[src/rtl/voxel_ray_marcher_pkg.sv]
// Shared block, position and face types for the voxel ray marcher and the
// chunk lookup interface it drives.
package voxel_ray_marcher_pkg;

    localparam int CHUNK_WIDTH = 40;
    localparam int COORD_WIDTH = 7;
    localparam int TVEC_WIDTH  = 16;
    localparam int CHUNK_MIN   = -CHUNK_WIDTH;
    localparam int CHUNK_MAX   = CHUNK_WIDTH - 1;

    typedef enum logic [7:0] {
        BLOCK_AIR   = 8'd0,
        BLOCK_STONE = 8'd1,
        BLOCK_DIRT  = 8'd2,
        BLOCK_GRASS = 8'd3,
        BLOCK_WATER = 8'd4
    } BlockType;

    typedef struct packed {
        logic signed [COORD_WIDTH-1:0] z;
        logic signed [COORD_WIDTH-1:0] y;
        logic signed [COORD_WIDTH-1:0] x;
    } BlockPos;

    typedef enum logic [2:0] {
        FACE_NONE  = 3'd0,
        FACE_POS_X = 3'd1,
        FACE_NEG_X = 3'd2,
        FACE_POS_Y = 3'd3,
        FACE_NEG_Y = 3'd4,
        FACE_POS_Z = 3'd5,
        FACE_NEG_Z = 3'd6
    } BlockFace;

    typedef struct packed {
        logic [TVEC_WIDTH-1:0] z;
        logic [TVEC_WIDTH-1:0] y;
        logic [TVEC_WIDTH-1:0] x;
    } TVec;

    function automatic logic in_chunk(input logic signed [COORD_WIDTH:0] c);
        return (int'(c) >= CHUNK_MIN) && (int'(c) <= CHUNK_MAX);
    endfunction

endpackage

[src/rtl/voxel_ray_marcher_dda_axis_select.sv]
// Picks the DDA axis with the smallest t_max; ties resolve x, then y, then z.
module dda_axis_select #(
    parameter int T_WIDTH = 16
) (
    input  logic [T_WIDTH-1:0] t_x,
    input  logic [T_WIDTH-1:0] t_y,
    input  logic [T_WIDTH-1:0] t_z,
    output logic [2:0]         axis_onehot
);

    always_comb begin
        axis_onehot = 3'b000;
        if ((t_x <= t_y) && (t_x <= t_z)) begin
            axis_onehot = 3'b001;
        end else if (t_y <= t_z) begin
            axis_onehot = 3'b010;
        end else begin
            axis_onehot = 3'b100;
        end
    end

endmodule

[src/rtl/voxel_ray_marcher.sv]
// Voxel ray marcher: integer 3D DDA that queries the chunk voxel by voxel.
// States: IDLE wait start | QUERY hold lookup | STEP advance one voxel | DONE result pulse
module voxel_ray_marcher
    import voxel_ray_marcher_pkg::*;
#(
    parameter int T_WIDTH    = TVEC_WIDTH,
    parameter int MAX_STEPS  = 64,
    parameter int STEP_WIDTH = 7
) (
    input  logic                    clk_in,
    input  logic                    rst_in,
    input  logic                    start,
    input  BlockPos                 origin,
    input  logic [2:0]              step_neg,
    input  logic [3*T_WIDTH-1:0]    t_max_init,
    input  logic [3*T_WIDTH-1:0]    t_delta,
    output logic                    busy,
    output logic                    done,
    output logic                    hit,
    output BlockPos                 hit_pos,
    output BlockType                hit_block,
    output BlockFace                hit_face,
    output logic [STEP_WIDTH-1:0]   steps,
    output BlockPos                 query_addr,
    output logic                    query_read_enable,
    input  BlockType                query_block,
    input  logic                    query_valid
);

    typedef enum logic [1:0] {ST_IDLE, ST_QUERY, ST_STEP, ST_DONE} state_e;

    localparam logic signed [COORD_WIDTH:0] ONE = {{COORD_WIDTH{1'b0}}, 1'b1};

    state_e state_q, state_d;

    logic signed [COORD_WIDTH-1:0] pos_q     [3];
    logic [T_WIDTH-1:0]            t_max_q   [3];
    logic [T_WIDTH-1:0]            t_delta_q [3];
    logic [2:0]                    step_neg_q;

    logic [2:0]                    axis_sel;
    logic signed [COORD_WIDTH:0]   pos_next  [3];
    logic [T_WIDTH:0]              t_sum     [3];
    logic [T_WIDTH-1:0]            t_next    [3];
    logic                          out_of_chunk;
    logic [STEP_WIDTH-1:0]         steps_inc;
    logic                          step_limit;
    BlockFace                      step_face;

    dda_axis_select #(.T_WIDTH(T_WIDTH)) u_axis_select (
        .t_x         (t_max_q[0]),
        .t_y         (t_max_q[1]),
        .t_z         (t_max_q[2]),
        .axis_onehot (axis_sel)
    );

    assign query_addr = {pos_q[2], pos_q[1], pos_q[0]};
    assign steps_inc  = steps + 1'b1;
    assign step_limit = (steps_inc == STEP_WIDTH'(MAX_STEPS));

    // Coordinates are widened by one bit so the bounds check sees the true value.
    always_comb begin
        out_of_chunk = 1'b0;
        for (int a = 0; a < 3; a++) begin
            pos_next[a] = {pos_q[a][COORD_WIDTH-1], pos_q[a]};
            if (axis_sel[a]) begin
                pos_next[a] = step_neg_q[a] ? (pos_next[a] - ONE) : (pos_next[a] + ONE);
            end
            t_sum[a]  = {1'b0, t_max_q[a]} + {1'b0, t_delta_q[a]};
            t_next[a] = t_sum[a][T_WIDTH] ? '1 : t_sum[a][T_WIDTH-1:0];
            if (!in_chunk(pos_next[a])) begin
                out_of_chunk = 1'b1;
            end
        end
    end

    always_comb begin
        step_face = FACE_NONE;
        if (axis_sel[0]) begin
            step_face = step_neg_q[0] ? FACE_POS_X : FACE_NEG_X;
        end else if (axis_sel[1]) begin
            step_face = step_neg_q[1] ? FACE_POS_Y : FACE_NEG_Y;
        end else if (axis_sel[2]) begin
            step_face = step_neg_q[2] ? FACE_POS_Z : FACE_NEG_Z;
        end
    end

    always_ff @(posedge clk_in) begin
        if (rst_in) begin
            state_q <= ST_IDLE;
        end else begin
            state_q <= state_d;
        end
    end

    always_comb begin
        state_d           = state_q;
        busy              = 1'b0;
        done              = 1'b0;
        query_read_enable = 1'b0;
        case (state_q)
            ST_IDLE: begin
                if (start) begin
                    state_d = ST_QUERY;
                end
            end
            ST_QUERY: begin
                busy              = 1'b1;
                query_read_enable = 1'b1;
                if (query_valid) begin
                    state_d = (query_block != BLOCK_AIR) ? ST_DONE : ST_STEP;
                end
            end
            ST_STEP: begin
                busy    = 1'b1;
                state_d = (out_of_chunk || step_limit) ? ST_DONE : ST_QUERY;
            end
            ST_DONE: begin
                done    = 1'b1;
                state_d = ST_IDLE;
            end
            default: state_d = ST_IDLE;
        endcase
    end

    always_ff @(posedge clk_in) begin
        if (rst_in) begin
            for (int a = 0; a < 3; a++) begin
                pos_q[a]     <= '0;
                t_max_q[a]   <= '0;
                t_delta_q[a] <= '0;
            end
            step_neg_q <= '0;
            steps      <= '0;
            hit        <= 1'b0;
            hit_pos    <= '0;
            hit_block  <= BLOCK_AIR;
            hit_face   <= FACE_NONE;
        end else begin
            case (state_q)
                ST_IDLE: begin
                    if (start) begin
                        pos_q[0] <= origin.x;
                        pos_q[1] <= origin.y;
                        pos_q[2] <= origin.z;
                        for (int a = 0; a < 3; a++) begin
                            t_max_q[a]   <= t_max_init[a*T_WIDTH +: T_WIDTH];
                            t_delta_q[a] <= t_delta[a*T_WIDTH +: T_WIDTH];
                        end
                        step_neg_q <= step_neg;
                        steps      <= '0;
                        hit        <= 1'b0;
                        hit_block  <= BLOCK_AIR;
                        hit_face   <= FACE_NONE;
                    end
                end
                ST_QUERY: begin
                    if (query_valid) begin
                        hit_pos   <= query_addr;
                        hit_block <= query_block;
                        hit       <= (query_block != BLOCK_AIR);
                    end
                end
                ST_STEP: begin
                    steps    <= steps_inc;
                    hit_face <= step_face;
                    // An out-of-chunk step is never queried, so pos keeps the last voxel.
                    if (!out_of_chunk) begin
                        for (int a = 0; a < 3; a++) begin
                            pos_q[a] <= pos_next[a][COORD_WIDTH-1:0];
                            if (axis_sel[a]) begin
                                t_max_q[a] <= t_next[a];
                            end
                        end
                    end
                end
                default: ;
            endcase
        end
    end

endmodule

[config.mk]
export PLATFORM = sky130hd
export DESIGN_NAME = voxel_ray_marcher
export DESIGN_NICKNAME = d
export VERILOG_FILES = /design/src/rtl/voxel_ray_marcher_pkg.sv /design/src/rtl/voxel_ray_marcher_dda_axis_select.sv /design/src/rtl/voxel_ray_marcher.sv
export SDC_FILE = /design/constraint.sdc
export NUM_CORES = 1
export LEC_CHECK = 0
export BUFFER_PORTS_ARGS = -buffer_cell sky130_fd_sc_hd__buf_2
export CORE_MARGIN = 1
export CORE_UTILIZATION = 59
export CTS_BUF_LIST = sky130_fd_sc_hd__clkbuf_8
export DETAILED_ROUTE_END_ITERATION = 16
export MAX_ROUTING_LAYER = met4
export PLACE_DENSITY = 0.83
export SKIP_CTS_REPAIR_TIMING = 1
export SYNTH_ARGS = -nofsm -noshare
export SYNTH_HDL_FRONTEND = slang
export SYNTH_HIERARCHICAL = 1
export SYNTH_SLANG_ARGS = --single-unit
[constraint.sdc]
create_clock -name clk_in -period 6.3 [get_ports clk_in]
set_input_delay 1.89 -clock clk_in [delete_from_list [all_inputs] [get_ports clk_in]]
set_output_delay 1.89 -clock clk_in [all_outputs]
set_load 0.01 [all_outputs]
== Yosys cells after proc, flatten, opt, wreduce, memory -nomap -nowiden ==
Memories as Yosys holds them, arrays and structs flattened.
Cells that the tools add are included.

* RAM bits: 117
* Word-level logic and storage cells: 145
* Output and inout bits: 64
* Memories kept: 3
* Flip-flop bits (word level): 45

* $lt $le $gt $ge: 9
* Reductions and logical operators: 15
* Equality and inequality tests: 6
* $add $sub $neg: 10
* Bitwise gates (word level): 15
* Multiplexer cells: 78

{| class="wikitable"
|+ Memories
! name !! words !! width !! rd ports !! clocked after memory_dff !! wr ports !! line !! RTL
|-
| t_delta_q || 3 || 16 || 3 || 0 || 3 || voxel_ray_marcher.sv:38 || <nowiki>logic [T_WIDTH-1:0] t_delta_q [3];</nowiki>
|-
| t_max_q || 3 || 16 || 3 || 0 || 3 || voxel_ray_marcher.sv:37 || <nowiki>logic [T_WIDTH-1:0] t_max_q [3];</nowiki>
|-
| pos_q || 3 || 7 || 3 || 0 || 3 || voxel_ray_marcher.sv:36 || <nowiki>logic signed [COORD_WIDTH-1:0] pos_q [3];</nowiki>
|}

{| class="wikitable"
|+ Operator list
! operator !! number
|-
| 16-bit 2-to-1 mux || 12
|-
| 8-bit 2-to-1 mux || 8
|-
| 16-bit by 16-bit adder with 17-bit output || 3
|-
| 7-bit 2-to-1 mux || 7
|-
| 16-bit less-or-equal comparator || 3
|-
| 1-bit 2-to-1 mux || 34
|-
| 7-bit by 2-bit adder with 8-bit output (second input constant) || 3
|-
| 8-bit by 7-bit greater-or-equal comparator with 1-bit output (second input constant) || 3
|-
| 8-bit by 7-bit less-or-equal comparator with 1-bit output (second input constant) || 3
|-
| 7-bit by 2-bit subtractor with 8-bit output (second input constant) || 3
|-
| 3-bit 2-to-1 mux || 7
|-
| 8-bit one-hot mux with 2 select lines || 1
|-
| 1-bit OR || 15
|-
| 7-bit one-hot mux with 2 select lines || 1
|-
| 2-bit 2-to-1 mux || 5
|-
| 2-bit one-hot mux with 4 select lines || 1
|-
| 2-bit AND reduction || 4
|-
| 8-bit nonzero test || 1
|-
| 7-bit by 1-bit adder with 7-bit output (second input constant) || 1
|-
| 7-bit equality test (second input constant) || 1
|-
| 3-bit one-hot mux with 2 select lines || 1
|-
| 2-bit equality test (second input constant) || 2
|-
| 1-bit logical AND || 4
|-
| 2-bit != test (second input constant) || 2
|-
| 7 further kinds || 8
|}

== Logic depth before layout (Yosys ltp) ==
Gate-level depths: netlist of run 1.

* Depth in word-level cells: 14
* Gate-level depth with buffers: 18
* Mapped depth without buffers: 15

== Cells and area by module ==
The synthesis of run 1 kept the hierarchy.

{| class="wikitable"
|+ Modules (own cells, without submodules)
! module !! cells an instance !! area an instance (µm²) !! times used
|-
| voxel_ray_marcher || 1084 || 10385.0 || 1
|-
| dda_axis_select || 156 || 1201.2 || 1
|}

== Worst setup path after synthesis of run 1 ==
No wires, ideal clock.

* Kind: flip-flop to flip-flop
* From: memory t_max_q[0][14]
* To: memory pos_q[0][0] (enable)
* Required time: 5.919 ns
* Clock period less this slack: 4.902 ns
* Library setup time: 0.381 ns
* Cell stages (with the launch flop): 17
* Arrival time: 4.521 ns
* Buffers on the path: 2
* Slack: 1.398 ns
* Path through: edfxtp_1 ha_1 nand4_2 nor4_2 a21boi_2 o31ai_2 a221oi_1 clkbuf_1 nor4b_1 o21a_1 nor3_1 or3_1 a31o_1 a2111oi_4 and2_1 buf_4 nand2b_1

{| class="wikitable"
|+ RTL lines
! item !! line
|-
| start: declaration || voxel_ray_marcher.sv:37
|-
| end: declaration || voxel_ray_marcher.sv:36
|}

==> results of run 1 <==
## sequential cells by signal (all words and copies together) (netlist names)
| signal | count |
|---|---|
| hit_block | 8 |
| hit | 1 |
| pos_q | 21 |
| state_q | 2 |
| hit_face | 3 |
| t_delta_q | 48 |
| step_neg_q | 3 |
| steps | 7 |
| hit_pos | 21 |
| t_max_q | 48 |
## layer usage
| layer | wire length (um) | global-route usage, % | up-vias |
|---|---|---|---|
| met4 | 1147 | 14.88 | 0 |
| met3 | 1779 | 4.845 | 83 |
| met5 | 0 | - | - |
| met1 | 13030 | 38.72 | 4660 |
| li1 | - | - | 4885 |
| met2 | 13750 | 50.13 | 401 |
## cell families (layout without fill, tap and decap cells)
| family | after synthesis | count (layout) | synth area share, % |
|---|---|---|---|
| AOI/OAI and AO/OA | 272 | 272 | 15.78 |
| xor gates and xnor gates | 38 | 38 | 2.873 |
| adders and majority gates | 126 | 126 | 14.00 |
| buffers and inverters | 113 | 313 | 4.125 |
| DFF | 162 | 162 | 38.10 |
| muxes | 74 | 74 | 6.404 |
| other | 0 | 2 | 0 |
| and+or+nand+nor | 455 | 455 | 18.73 |
## worst paths after layout
kind / startpoint / to / slack, ns / depth (start not counted)
hold reg to reg: hit_pos[4]$_SDFFE_PP0P_ / hit_pos[4]$_SDFFE_PP0P_ / 0.46 / 2
setup / recovery: t_max_q[0][13]$_DFFE_PP_ / t_max_q[0][36]$_DFFE_PP_ / 1.02 / 15
setup reg to reg: t_max_q[0][13]$_DFFE_PP_ / t_max_q[0][36]$_DFFE_PP_ / 1.02 / 15
hold / removal: hit_pos[4]$_SDFFE_PP0P_ / hit_pos[4]$_SDFFE_PP0P_ / 0.46 / 2
## worst max-delay path, delay by kind of cell, from the launching register on
family | cells | cell delay (ns)
simple gates | 6 | 1.49
buf+inv | 1 | 0.31
compound gates | 7 | 2.29
fa+ha+maj | 1 | 0.36
flops | 1 | 0.47
## where the power goes
group | switching (mW) | total [mW] | internal, mW
Clock | 0.448 | 0.825 | 0.376
Combinational | 1.72 | 2.91 | 1.19
Sequential | 0.243 | 1.69 | 1.45
## layout by cell type, fill, tap and decap left out, types with 5 or more instances in the layout
cell | netlist | routed
fa_1 | 6 | 6
nand3_1 | 28 | 28
o21bai_1 | 5 | 5
nor4_1 | 8 | 8
or3_1 | 10 | 10
nor2b_1 | 16 | 16
nor3_1 | 30 | 30
inv_6 | 0 | 5
buf_2 | 1 | 195
o21ai_1 | 13 | 13
o211ai_1 | 11 | 11
o21a_1 | 13 | 13
dfxtp_1 | 45 | 45
a211o_1 | 11 | 11
a21oi_1 | 90 | 90
a211oi_1 | 9 | 9
inv_1 | 72 | 72
nand2_1 | 154 | 154
nand4_1 | 8 | 8
o21ai_0 | 34 | 34
mux2i_1 | 73 | 73
a21o_1 | 16 | 16
and2_1 | 52 | 52
buf_4 | 2 | 13
ha_1 | 120 | 120
edfxtp_1 | 117 | 117
nor2_1 | 109 | 108
nand2b_1 | 11 | 11
a311oi_1 | 6 | 6
nor3b_1 | 6 | 6
or2_2 | 5 | 5
xnor2_1 | 28 | 28
clkbuf_8 | 0 | 18
a2111oi_0 | 7 | 7
a22oi_1 | 13 | 13
xor2_1 | 10 | 10
## area by class of cell
type | instances | area share [%]
Clock inverter | 14 | 1.249
Clock buffer | 18 | 1.874
Antenna cell | 2 | 0.03786
Inverter | 73 | 2.073
Multi-Input combinational cell | 965 | 50.79
Timing Repair Buffer | 208 | 8.121
Tap cell | 260 | 2.461
Sequential cell | 162 | 33.39
## metrics by stage
step | hold slack [ns] | utilization [%] | power (mW) | cell area (um2)
6_report | 0.4566 | 69.74 | 5.423 | 13220
3_5_place_dp | 0.4456 | 67.53 | 4.553 | 12800
2_1_floorplan | 0.4805 | - | 3.778 | 11590
3_3_place_gp | 0.4410 | 67.53 | 4.485 | 12800
5_1_grt | 0.4754 | 69.71 | 5.829 | 13210
4_1_cts | 0.4611 | 69.71 | 5.399 | 13210
==> impl_metrics.env, run 1 <==
export IMPL_cp_start_kind="register"
export IMPL_row_count=50
export IMPL_setup_viol_count_final=0
export IMPL_die_h_um=142.1
export IMPL_antenna_found_initial=0
export IMPL_hold_viol=0
export IMPL_cts_htree_levels=4
export IMPL_final_cells=1702
export IMPL_ctsRootBufferMaster="clkbuf_8"
export IMPL_synth_seq_area_share_pct=38.10
export IMPL_clkLatencyLatePin_ns=0.48
export IMPL_synth_warnings=6
export IMPL_async_flop_share_pct=0
export IMPL_vdd_drop_max_mv=0.2703
export IMPL_setup_tns_ns=0
export IMPL_synth_top_area_share_pct=30.32
export IMPL_clockBufferDepth=2
export IMPL_synth_area_um2=11590
export IMPL_synthCells=1240
export IMPL_regArea_um2=4414
export IMPL_yosysTopAreaCell="edfxtp_1"
export IMPL_syn_to_final_growth_pct=14.09
export IMPL_slowest_delay_ns=0.64
export IMPL_dieArea_um2=20200
export IMPL_min_path_type="reg -> reg"
export IMPL_drv_cap=0
export IMPL_synth_ff_type="edfxtp_1"
export IMPL_cts_sinks=162
export IMPL_drtIter0Drc=719
export IMPL_hpwlAfterDp_mm=22.32
export IMPL_slew_viol_final=0
export IMPL_start_util_pct=61.12
export IMPL_worst_setup_path_type="reg -> reg"
export IMPL_cp_arrival_ns=5.39
export IMPL_clock_fmax_mhz=189.3
export IMPL_status="completed"
export IMPL_maxSlewHeadroom_pct=26.45
export IMPL_syn_avg_cell_area_um2=9.344
export IMPL_cts_reportedPaths_clkPinSlew_ns=0.11
export IMPL_syn_nets=1498
export IMPL_crit_chain="ha_1 -> nand4_2 -> nor4_2 -> a21boi_0 -> o31ai_1 -> a221oi_2 -> buf_4 -> nor4b_1 -> o21a_1 -> nor3_1 -> or3_1 -> a31o_1 -> a2111oi_4 -> and2_1 -> a22o_1"
export IMPL_skew_ns=0.01952
export IMPL_critPathCaptureType="register"
export IMPL_worstMarginPinSlew_ns=1.096
export IMPL_place_inst=1668
export IMPL_grt_use_total_pct=31.27
export IMPL_fill_cells=1476
export IMPL_cts_tree="done"
export IMPL_pre_cts_slack_ns=1.055
export IMPL_drt_pass1_iter_count=5
export IMPL_ant_nets=0
export IMPL_power_density_nw_per_um2=410.3
export IMPL_drc=0
export IMPL_synth_common_cells="nand2_1, ha_1, edfxtp_1, nor2_1, a21oi_1"
export IMPL_io_pins=196
export IMPL_grt_max_degree=111
export IMPL_gp_congestion=0.9554
export IMPL_critPathRequiredTime_ns=6.41
export IMPL_rsz0062_at_grt="no"
export IMPL_synth_seq_cells=162
export IMPL_wl_per_cell_um=17.45
export IMPL_nets=1685
export IMPL_drive_above_1_share_pct=18.33
export IMPL_synth_most_common_cell="nand2_1"
export IMPL_period_needed_ns=5.282
export IMPL_grt_pass1_wl_mm=47.64
export IMPL_drt_vias_per_instance=5.892
export IMPL_post_route_period_util_pct=83.85
export IMPL_first_global_vias=9710
export IMPL_vias=10030
export IMPL_io_buffers=195
export IMPL_cts_inserted_buffers=17
export IMPL_drt_total_wl_mm=29.71
export IMPL_synth_edf_count=117
export IMPL_yosys_cell_types_count=75
export IMPL_globalRouteOverflowTotal=0
export IMPL_power_leakage_nw=6.117
export IMPL_fp_dieW_um=142.1
export IMPL_fin_ws_ns=1.018
export IMPL_critical_path_peak_fanout=19
export IMPL_multi_input_area_um2=6714
export IMPL_core_area_um2=18960
export IMPL_slowest_stage="a22o_1"
export IMPL_ys_top_cells_by_area="edfxtp_1, ha_1, dfxtp_1"
Power figures use the tool's default switching activity.
==> inputs of run 2 (changes only) <==
- clock period: 6.3 -> 5.2 ns (I/O delays scaled with it)
==> impl_metrics.env, run 2 (same netlist as run 1, synthesis figures left out) <==
export IMPL_status="completed"
export IMPL_power_frac_seq_pct=31.3
export IMPL_clkLatencyLatePin_ns=0.48
export IMPL_ctsRootBufferMaster="clkbuf_8"
export IMPL_switching_share_pct=44.30
export IMPL_p_comb_share_pct=53.7
export IMPL_cts_htree_levels=4
export IMPL_final_cell_mix="buf_2, nand2_1, ha_1"
export IMPL_cts_sinks=162
export IMPL_drive_above_1_share_pct=18.59
export IMPL_cp_arrival_ns=5.15
export IMPL_placement_cell_area_um2=12830
export IMPL_syn_to_final_growth_pct=14.36
export IMPL_drtIter0Drc=665
export IMPL_p_sw_mw=2.910
export IMPL_worstMarginPinSlew_ns=1.049
export IMPL_cp_start_kind="register"
export IMPL_reg2reg_depth=16
export IMPL_dieArea_um2=20200
export IMPL_clockBufferDepth=2
export IMPL_crit_path_frequent_cell="buf_6"
export IMPL_drt_total_wl_mm=29.80
export IMPL_slowest_stage="edfxtp_1"
export IMPL_worstReg2RegStart="t_max_q[0][11]$_DFFE_PP_"
export IMPL_cts_reportedPaths_clkPinSlew_ns=0.11
export IMPL_post_route_period_util_pct=95.81
export IMPL_hpwlAfterDp_mm=22.79
export IMPL_grt_pass1_wl_mm=47.20
export IMPL_clock_fmax_mhz=200.7
export IMPL_reg2reg_to="pos_q[0][17]$_DFFE_PP_"
export IMPL_vdd_drop_max_mv=0.3590
export IMPL_clkPwrFrac_pct=14.9
export IMPL_globalRouteOverflowTotal=0
export IMPL_hold_depth=2
export IMPL_fp_dieW_um=142.1
export IMPL_cts_tree="done"
export IMPL_wl_per_cell_um=17.50
export IMPL_first_global_vias=9620
export IMPL_min_from="hit_pos[17]$_SDFFE_PP0P_"
export IMPL_drt_pass1_iter_count=5
export IMPL_row_count=50
export IMPL_crit_chain="ha_1 -> nand4_1 -> nor4_2 -> a21boi_0 -> o31ai_1 -> a221oi_2 -> or4b_1 -> nand3_1 -> nor3_1 -> or3_1 -> a31o_1 -> a2111oi_4 -> and2_1 -> buf_6 -> nand2b_1 -> buf_6"
export IMPL_ant_nets=0
export IMPL_slowest_delay_ns=0.49
export IMPL_layout_commonest_cell="buf_2"
export IMPL_grt_use_total_pct=30.84
export IMPL_fill_cells=1489
export IMPL_critPathRequiredTime_ns=5.37
export IMPL_skew_ns=0.01720
export IMPL_die_h_um=142.1
export IMPL_drv_cap=0
export IMPL_rsz0062_at_grt="no"
export IMPL_hold_viol=0
export IMPL_worst_setup_path_type="reg -> reg"
export IMPL_io_buffers=195
export IMPL_critical_path_peak_fanout=21
export IMPL_start_util_pct=61.12
export IMPL_nets=1687
export IMPL_io_pins=196
export IMPL_top_regs="t_delta_q (48), t_max_q (48)"
export IMPL_drt_vias_per_instance=5.811
export IMPL_slew_viol_final=0
export IMPL_maxSlewHeadroom_pct=29.57
export IMPL_antenna_found_initial=1
export IMPL_internal_power_mw=3.659
export IMPL_min_to="hit_pos[17]$_SDFFE_PP0P_"
export IMPL_critPathCaptureType="register"
export IMPL_gp_congestion=0.9403
export IMPL_design_area_um2=13250
export IMPL_power_density_nw_per_um2=495.7
export IMPL_vias=9896
export IMPL_drc=0
export IMPL_grt_max_degree=61
export IMPL_setup_tns_ns=0
export IMPL_r2r_setup_slack_ns=0.22
export IMPL_min_path_type="reg -> reg"
export IMPL_period_needed_ns=4.982
export IMPL_cts_inserted_buffers=17
export IMPL_core_area_um2=18960
export IMPL_setup_viol_count_final=0
export IMPL_power_leakage_nw=6.136
[run 2: cell count changes in the layout (fill, tap and decap cells not counted), moves of 2 or more]
cell        delta
clkinvlp_4     -2
inv_8          -2
clkinv_4       +3
a22o_1         -3
buf_6          +2
a22o_2         +3
[run 2: how the worst max path moves through the flow]
stage	start	to	slack, ns	cells after the start
CTS	t_max_q[0][11]$_DFFE_PP_	t_max_q[0][27]$_DFFE_PP_	0.18	14
global placement	t_max_q[0][15]$_DFFE_PP_	t_max_q[0][16]$_DFFE_PP_	0.36	14
global route	t_max_q[0][11]$_DFFE_PP_	pos_q[0][11]$_DFFE_PP_	0.03	16
floorplan	t_max_q[0][14]$_DFFE_PP_	pos_q[0][0]$_DFFE_PP_	0.30	16
finish	t_max_q[0][11]$_DFFE_PP_	pos_q[0][17]$_DFFE_PP_	0.22	16
detailed placement	t_max_q[0][14]$_DFFE_PP_	t_max_q[0][27]$_DFFE_PP_	0.21	14
[run 2: metal layers]
layer  GRT usage (%)  part of all wire (%)  routed length, um  vias to the layer above
met5               -                     0                  0                        -
met4           11.26                   2.6                780                        0
met3           6.090                   6.2               1853                       53
met2           50.85                    48              14410                      337
met1           37.48                    43              12760                     4623
li1                -                     -                  -                     4883
[run 2: power groups by stage]
stage / clock network, mW / registers (mW) / logic (mW)
after CTS: 0.988 / 2.05 / 3.50
final: 0.981 / 2.06 / 3.53
after global routing: 1.04 / 2.09 / 3.93
after detailed placement: 0 / 2.08 / 3.47
after global placement: 0 / 2.07 / 3.38
after floorplan: 0 / 1.99 / 2.59
[run 2: critical path, delay by kind of cell (launching register included)]
kind	cells	cell delay (ns)
flops	1	0.49
simple gates	8	1.96
compound gates	5	1.39
fa+ha+maj	1	0.36
buf+inv	2	0.45
[run 2: per-stage QoR]
step                total power [mW]  setup slack, ns  util [%]  hold WS [ns]  cells
CTS                            6.541           0.1813     69.83        0.4602   1702
global route                   7.056          0.02587     69.90        0.4833   1703
global placement               5.444           0.3558     67.68        0.4412   1670
detailed placement             5.547           0.2054     67.68        0.4467   1670
floorplan                      4.577           0.2984         -        0.4805   1240
finish                         6.569           0.2179     69.90        0.4619   1703
[run 2: cell type report]
class,instances,area [um2],area share (%)
diodes,1,2.502,0.01889
clock buffers,17,234.0,1.766
clock inverters,15,173.9,1.313
inverters,73,274.0,2.068
multi-input cells,965,6718,50.70
flip-flops and latches,162,4414,33.31
well taps,260,325.3,2.455
repair buffers,210,1109,8.366
==> inputs of run 3 (changes only) <==
- BUFFER_PORTS_ARGS: -buffer_cell sky130_fd_sc_hd__buf_2 -> not set
- CORE_UTILIZATION: 59 -> 63
- DONT_BUFFER_PORTS: not set -> 1
- PLACE_DENSITY: 0.83 -> 0.79
==> impl_metrics.env, run 3 (same netlist as run 1, synthesis figures left out) <==
export IMPL_final_cell_mix="nand2_1, ha_1, edfxtp_1"
export IMPL_r2r_setup_slack_ns=0.19
export IMPL_regArea_um2=4414
export IMPL_ctsRootBufferMaster="clkbuf_8"
export IMPL_startpoint="t_max_q[0][27]$_DFFE_PP_"
export IMPL_worstReg2RegStart="t_max_q[0][27]$_DFFE_PP_"
export IMPL_post_route_period_util_pct=96.35
export IMPL_drt_total_wl_mm=29.61
export IMPL_internal_power_mw=3.598
export IMPL_cts_tree="done"
export IMPL_skew_ns=0.01925
export IMPL_clkLatencyLatePin_ns=0.48
export IMPL_min_to="hit_pos[17]$_SDFFE_PP0P_"
export IMPL_grt_max_degree=73
export IMPL_globalRouteOverflowTotal=0
export IMPL_critPathCaptureType="register"
export IMPL_power_density_nw_per_um2=525.5
export IMPL_worst_setup_path_type="reg -> reg"
export IMPL_reg2reg_to="t_max_q[0][23]$_DFFE_PP_"
export IMPL_gp_congestion=0.9380
export IMPL_hold_depth=2
export IMPL_vias=9370
export IMPL_cp_start_kind="register"
export IMPL_fill_cells=1398
export IMPL_vdd_drop_max_mv=0.4602
export IMPL_p_sw_mw=2.959
export IMPL_pre_cts_slack_ns=0.06524
export IMPL_core_area_um2=17960
export IMPL_cts_sinks=162
export IMPL_switching_share_pct=45.12
export IMPL_clockBufferDepth=2
export IMPL_status="completed"
export IMPL_slew_viol_final=0
export IMPL_start_util_pct=64.50
export IMPL_cts_htree_levels=4
export IMPL_drt_vias_per_instance=6.289
export IMPL_antenna_found_initial=4
export IMPL_syn_to_final_growth_pct=7.689
export IMPL_drv_cap=0
export IMPL_min_from="hit_pos[17]$_SDFFE_PP0P_"
export IMPL_clock_fmax_mhz=199.6
export IMPL_fin_ws_ns=0.1900
export IMPL_top_usage_layer="met2"
export IMPL_row_count=49
export IMPL_grt_use_total_pct=31.49
export IMPL_setup_viol_count_final=0
export IMPL_grt_met2_usage_pct=51.59
export IMPL_top_regs="t_delta_q (48), t_max_q (48)"
export IMPL_maxSlewHeadroom_pct=26.17
export IMPL_hpwlAfterDp_mm=21.70
export IMPL_setup_tns_ns=0
export IMPL_critical_path_peak_fanout=8
export IMPL_final_cells=1490
export IMPL_grt_pass1_wl_mm=44.02
export IMPL_critPathRequiredTime_ns=5.42
export IMPL_drt_pass1_iter_count=5
export IMPL_nets=1502
export IMPL_drtIter0Drc=648
export IMPL_layout_commonest_cell="nand2_1"
export IMPL_drc=0
export IMPL_worstMarginPinSlew_ns=1.100
export IMPL_wl_per_cell_um=19.87
export IMPL_cts_reportedPaths_clkPinSlew_ns=0.11
export IMPL_final_util_pct=69.46
export IMPL_fp_dieW_um=137.6
export IMPL_min_path_type="reg -> reg"
export IMPL_grtUsageMet3_pct=7.138
export IMPL_die_h_um=137.6
export IMPL_multi_input_area_um2=6804
export IMPL_power_leakage_nw=5.400
export IMPL_hold_viol=0
export IMPL_power_frac_seq_pct=32.0
export IMPL_io_buffers=0
export IMPL_cts_inserted_buffers=17
export IMPL_fin_hold_ws_ns=0.5015
export IMPL_ant_nets=0
export IMPL_p_comb_share_pct=53.0
export IMPL_clkPwrFrac_pct=15.0
export IMPL_first_global_vias=8845
export IMPL_dieArea_um2=18940
export IMPL_grtUsageMet1_pct=37.76
export IMPL_reg2reg_depth=18
export IMPL_period_needed_ns=5.010
export IMPL_cp_arrival_ns=5.23
export IMPL_drive_above_1_share_pct=6.842
export IMPL_place_inst=1446
export IMPL_io_pins=196
run 3: cell count changes in the layout (fill, tap and decap cells not counted), moves of 2 or more:
cell and delta:
inv_4 +2, buf_2 -195, clkinv_4 -4, diode_2 +3, a22o_2 -3, buf_12 +6, a22o_4 +6, inv_8 +4
run 3: layer usage:
| metal | routed length [um] | up-vias | share of wire, % |
|---|---|---|---|
| met2 | 14370 | 371 | 49 |
| met3 | 2069 | 64 | 7.0 |
| met4 | 928 | 0 | 3.1 |
| met1 | 12240 | 4403 | 41 |
| met5 | 0 | - | 0 |
| li1 | - | 4532 | - |
run 3: critical path: stages (launching register included):
cell,delay (ns)
edfxtp_1,0.44
inv_1,0.08
ha_1,0.32
nand4_1,0.19
nor4_4,0.36
a21boi_0,0.24
o31ai_1,0.16
a221oi_2,0.41
buf_6,0.17
nor4b_1,0.25
o21a_1,0.20
nor3_1,0.07
or3_1,0.37
a31o_1,0.25
a2111oi_4,0.37
buf_6,0.20
o311ai_4,0.13
buf_12,0.22
a22o_4,0.32
run 3: layout make-up:
| type | instances | share of cell area, % |
|---|---|---|
| Antenna cell | 4 | 0.08022 |
| Multi-Input combinational cell | 968 | 54.53 |
| Clock buffer | 18 | 1.986 |
| Tap cell | 229 | 2.296 |
| Inverter | 73 | 2.196 |
| Timing Repair Buffer | 22 | 2.256 |
| Clock inverter | 14 | 1.274 |
| Sequential cell | 162 | 35.38 |
run 3: worst max path at each step:
stage / end / depth (start not counted) / slack (ns)
2_1_floorplan: pos_q[0][0]$_DFFE_PP_ / 16 / 0.30
3_3_place_gp: t_max_q[0][16]$_DFFE_PP_ / 15 / 0.24
3_5_place_dp: t_max_q[0][16]$_DFFE_PP_ / 16 / 0.07
4_1_cts: t_max_q[0][23]$_DFFE_PP_ / 16 / 0.03
5_1_grt: t_max_q[0][21]$_DFFE_PP_ / 18 / -0.01
6_report: t_max_q[0][23]$_DFFE_PP_ / 18 / 0.19
run 3: stage by stage:
stage	cell area [um2]	power [mW]
global route	12480	7.027
finish	12480	6.556
global placement	11840	5.336
floorplan	11590	4.577
detailed placement	11840	5.401
CTS	12250	6.407
run 3: power groups by stage:
stage	Clock, mW	Combinational (mW)	Sequential [mW]
after floorplan	0	2.59	1.99
after global placement	0	3.23	2.11
after detailed placement	0	3.28	2.12
after CTS	0.997	3.32	2.09
after global routing	1.05	3.85	2.13
final	0.981	3.48	2.10
